File: src/rtl/pipe_mux.sv
// Pipelined N-to-1 data select with valid tag, whole-pipe stall and out-of-range select flagging.
// Capture stage plus LATENCY follow-on stages; stall freezes every stage, err_sticky sets on acceptance.
module pipe_mux #(
  parameter int N_INPUTS = 2,
  parameter int DWIDTH   = 8,
  parameter int LATENCY  = 1,
  parameter bit HOLD_OUT = 1'b1,
  localparam int SEL_W   = (N_INPUTS > 1) ? $clog2(N_INPUTS) : 1
) (
  input  logic              clk,
  input  logic              rst,
  input  logic              in_valid,
  input  logic [DWIDTH-1:0] in [N_INPUTS],
  input  logic [SEL_W-1:0]  sel,
  input  logic              stall,
  input  logic              err_clr,
  output logic [DWIDTH-1:0] out,
  output logic              out_valid,
  output logic [SEL_W-1:0]  out_sel,
  output logic              sel_err,
  output logic              err_sticky
);

  // Stage 0 is the acceptance register; the beat then crosses LATENCY more stages.
  localparam int NSTG = LATENCY + 1;

  typedef struct packed {
    logic              vld;
    logic              err;
    logic [SEL_W-1:0]  sel;
    logic [DWIDTH-1:0] dat;
  } stage_t;

  stage_t            stg_q [NSTG];
  stage_t            stg_d [NSTG];
  stage_t            beat_in;
  logic [DWIDTH-1:0] mux_dat;
  logic              sel_oor;
  logic              err_sticky_q;
  logic              err_sticky_d;

  // A bubble keeps the stage's previous data/sel when holding, else it carries zeros.
  function automatic stage_t advance(input stage_t inc, input stage_t cur);
    stage_t nxt;
    nxt = inc;
    if (!inc.vld && HOLD_OUT) begin
      nxt.sel = cur.sel;
      nxt.dat = cur.dat;
    end
    return nxt;
  endfunction

  always_comb begin
    mux_dat = '0;
    sel_oor = 1'b1;
    for (int i = 0; i < N_INPUTS; i++) begin
      if (sel == SEL_W'(i)) begin
        mux_dat = in[i];
        sel_oor = 1'b0;
      end
    end

    beat_in = '0;
    if (in_valid) begin
      beat_in.vld = 1'b1;
      beat_in.err = sel_oor;
      beat_in.sel = sel;
      beat_in.dat = mux_dat;
    end

    stg_d = stg_q;
    if (!stall) begin
      stg_d[0] = advance(beat_in, stg_q[0]);
      for (int k = 1; k < NSTG; k++) begin
        stg_d[k] = advance(stg_q[k-1], stg_q[k]);
      end
    end

    // A new out-of-range acceptance beats a simultaneous clear.
    err_sticky_d = err_sticky_q;
    if (in_valid && !stall && sel_oor) begin
      err_sticky_d = 1'b1;
    end else if (err_clr) begin
      err_sticky_d = 1'b0;
    end
  end

  always_ff @(posedge clk or posedge rst) begin
    if (rst) begin
      for (int k = 0; k < NSTG; k++) begin
        stg_q[k] <= '0;
      end
      err_sticky_q <= 1'b0;
    end else begin
      for (int k = 0; k < NSTG; k++) begin
        stg_q[k] <= stg_d[k];
      end
      err_sticky_q <= err_sticky_d;
    end
  end

  assign out        = stg_q[NSTG-1].dat;
  assign out_valid  = stg_q[NSTG-1].vld;
  assign out_sel    = stg_q[NSTG-1].sel;
  assign sel_err    = stg_q[NSTG-1].vld & stg_q[NSTG-1].err;
  assign err_sticky = err_sticky_q;

endmodule

File: config.mk
export PLATFORM = sky130hd
export DESIGN_NAME = pipe_mux
export DESIGN_NICKNAME = d
export VERILOG_FILES = /design/src/rtl/pipe_mux.sv
export SDC_FILE = /design/constraint.sdc
export NUM_CORES = 1
export LEC_CHECK = 0
export ABC_AREA = 1
export CORE_MARGIN = 1.5
export CORE_UTILIZATION = 30
export CTS_BUF_LIST = sky130_fd_sc_hd__clkbuf_16
export DETAILED_ROUTE_END_ITERATION = 8
export GPL_TIMING_DRIVEN = 0
export HOLD_SLACK_MARGIN = 0.06
export PLACE_DENSITY = 0.59
export SETUP_SLACK_MARGIN = 0.2
export SLEW_MARGIN = 0
export SYNTH_ARGS = -nofsm -noshare
export SYNTH_HDL_FRONTEND = slang
export SYNTH_SLANG_ARGS = --single-unit
export TNS_END_PERCENT = 1
File: constraint.sdc
create_clock -name clk -period 1 [get_ports clk]
set_input_delay 0.2 -clock clk [delete_from_list [all_inputs] [get_ports clk]]
set_output_delay 0.2 -clock clk [all_outputs]
set_load 0.005 [all_outputs]
Word level (Yosys, flattened, before mapping) --
Cells that the tools add are included.
Word-level totals: bits in registers 22, bits in latches 0, memory bits (writable) 0, ROM bits 0, input port bits 22, output and inout port bits 12, logic and storage cells 14, memories 0
Cells by class: add/subtract/negate cells 0, multiply operators 0, divide/modulo/power cells 0, $lt $le $gt $ge 0, equality and inequality tests 0, shift operators 0, multiplexer cells 2, bitwise operators 2, reduce and logical (&&, ||, !) cells 2
Operator list (count):
- $mux W11 | 1
- $mux W8 | 1
- $reduce_and A2 Y1 | 2
- $and A1 B1 Y1 | 1
- $not A1 Y1 | 1

Longest topological paths before layout --
depth after elaboration 3, mapped depth 5, mapped depth without buffers 4

Worst setup path after synthesis --
OpenSTA, ideal clock, no wires.
path type register -> register, from reg stg_q[21] (netlist bit), to reg stg_q (netlist bit out[7]), library setup time 0.116 ns, arrival time 0.696 ns, data required time 0.884 ns, path slack 0.188 ns, cell stages (with the launch flop) 4, path buffers 1, period minus slack after synthesis 0.812 ns, cells stage by stage dfrtp_1 buf_6 nand3_1 nand2_1
On the way: longest elaborated chain between the ends 1
RTL lines:
- from (decl) | line 34 | stage_t stg_q [NSTG];
- from (signal, indexed assignment) | line 96 | stg_q[k] <= stg_d[k];
- $reduce_and A2 Y1 (no source line)
Every way passes these cells. A chain may end at the register's enable or synchronous reset.

Final worst setup path --
from reg stg_q (netlist bit out[0]), to out out[0]
RTL lines:
- to (decl) | line 17 | output logic [DWIDTH-1:0] out,
No word-level cell between the ends.

==> results.yml <==
status:
  status: "finished, violations left"
  violations: "setup timing"
setup_path:
  critical_path_required_ns: 0.80
  endpoint_kind: "primary output"
  critical_path_class: "flop to primary output"
  cp_cell_sequence: "buf_4 -> buf_2"
  start_kind: "flop"
  cp_max_fo: 2
  cp.arrival_ns: 0.85
  critPathSlowestCell: "dfrtp_1"
  crit_path_max_incr_delay_ns: 0.37
timing:
  hold_ws_ns: 0.242
  layout_setup_ws_ns: -0.0474
  rsz0062_at_grt: "yes"
  finalCriticalPeriod_ns: 1.05
  slew_violations: 0
  fin_tns_setup_ns: -0.351
  finClkSkew_ns: 0.00100
  setup_violations: 8
  fin_crit_sh_pct: 105
  finalHoldViolations: 0
  fmax_ghz: 0.955
drt:
  antenna_left: 0
  vias_per_cell: 3.81
  drt-initial-drc-count: 17
  vias: 816
  drt_pass1_iterations: 4
  wirelength_um: 1780
  wl_per_cell_um: 8.32
  drc_errors: 0
run:
  cap_violations: 0
synthesis:
  synth_cell_types: 12
  yosysWarnings: 0
  synth-seq-cells: 20
  synth_seq_area_share_pct: 49.1
  synth_area_sq_um: 1020
  synth.largest_area_cell: "dfrtp_1"
  synthTopCellsByArea: "dfrtp_1, nand2_1, nand3_1"
  syn_area_per_cell_sq_um: 7.78
  synthCells: 131
  synth_top_area_share_pct: 49.1
hold_path:
  hp-class: "input port to flop"
clock_tree:
  ctsHtreeMaxLevel: 1
  ctsHoldBuffers: 0
  clock_latency_ns: 0.24
  cts_buffers: 3
  root_buffer: "clkbuf_16"
  cts_tree: "yes"
  cts_buffer_depth: 2
  path_clk_slew_ns: 0.05
  clock_sinks: 20
global_route:
  grt_pass1_vias: 822
  grt_pass1_wl_um: 3380
  track_usage_pct: 11.9
  antenna_found_initial: 0
  top_usage_layer: "met2"
  met2_usage_pct: 19.6
  grt_max_degree: 21
  grt-ovfl-total: 0
  use_met1_pct: 14.9
  grt_use_met3_pct: 1.68
finish:
  final_common_cell: "nand2_1"
  final_cell_mix: "nand2_1, dfrtp_1, clkdlybuf4s50_1, inv_1, buf_6"
  fin_area_sq_um: 1570
  syn2layout_area_growth_pct: 54.4
  num-nets-final: 193
  post_route_cells_drive_above_1_share_pct: 30.0
  antenna-diode-count: 0
  final_util_pct: 49.9
die:
  die_h_um: 61.3
  start_util_pct: 32.3
  die-area_sq_um: 3760
  die-width_um: 61.3
  core_sq_um: 3150
  ios: 34
  num_rows: 20
power_and_ir_drop:
  p_per_area_nw_per_um2: 1620
  cellLeakagePower_nw: 0.845
  ir_drop_mv: 0.582
place:
  portBuffers: 29
  gp_congestion: 0.675
  place_area_sq_um: 1370
## worst paths after layout
path | startpoint | end | slack [ns] | cells after the start
max | out[0] | out[0] | -0.05 | 2
min | stall | stg_q[21] | 0.24 | 3
max reg2reg | stg_q[21] | out[5] | 0.17 | 3
min reg2reg | out_valid | out_valid | 0.47 | 2
max in group asynchronous | rst | stg_q[21] | 0.41 | 2
min in group asynchronous | rst | out[2] | 0.32 | 2
## kinds of logic after synthesis
logic type | count (synthesis) | share of synthesized area [%]
AND/OR/NAND/NOR | 75 | 31.5
other | 1 | 0.368
flip-flops | 20 | 49.1
buffers and inverters | 34 | 18.5
AO/OA/AOI/OAI | 1 | 0.490
## registers in the layout, indices dropped and copies added (netlist names)
name       cells
out_valid      1
stg_q         10
out_sel        1
out            8
## where the power goes
| group | switching (mW) | internal (mW) |
|---|---|---|
| sequential | 0.0955 | 0.949 |
| combinational | 0.248 | 0.464 |
| clock | 0.261 | 0.531 |
## cells in the mapped netlist, drive strengths merged
cell type and n:
nand2 57, dfrtp 20, inv 20, nand3 17, buf 14, conb 1
nor2 1, o21ai 1
## through the flow
step	worst slack (ns)	cells	total power [mW]
6_report	-0.0474	214	2.55
2_1_floorplan	0.201	132	1.34
4_1_cts	-0.0557	213	2.58
3_3_place_gp	-0.254	205	1.62
5_1_grt	-0.0823	214	2.73
3_5_place_dp	-0.263	205	1.63
## repair_timing
item | 4_1_cts | 5_1_grt
hold endpoints to repair | 0 | 0
endpoints found under the setup margin | 50 | 30
setup buffers | 4 | 1
resized for setup | 65 | 5
pin swaps | 20 | 9
## cell type report
class	instances	area (sq um)
clock inverters	1	3.75
fillers	323	1580
well taps	44	55.1
repair buffers	34	315
clock buffers	3	75.1
flip-flops and latches	20	502
plain buffers	14	153
inverters	20	78.8
multi-input cells	78	392
## metal layers
metal	wire (um)	share of wire (%)
met1	833	47
met2	822	46
met3	97	5.4
met4	27	1.5
met5	0	0
## critical path, delay by kind of cell, from the launching register on
kind	cells	cell delay, ns
buf+inv	2	0.23
flops	1	0.37
Power figures use the tool's default switching activity.
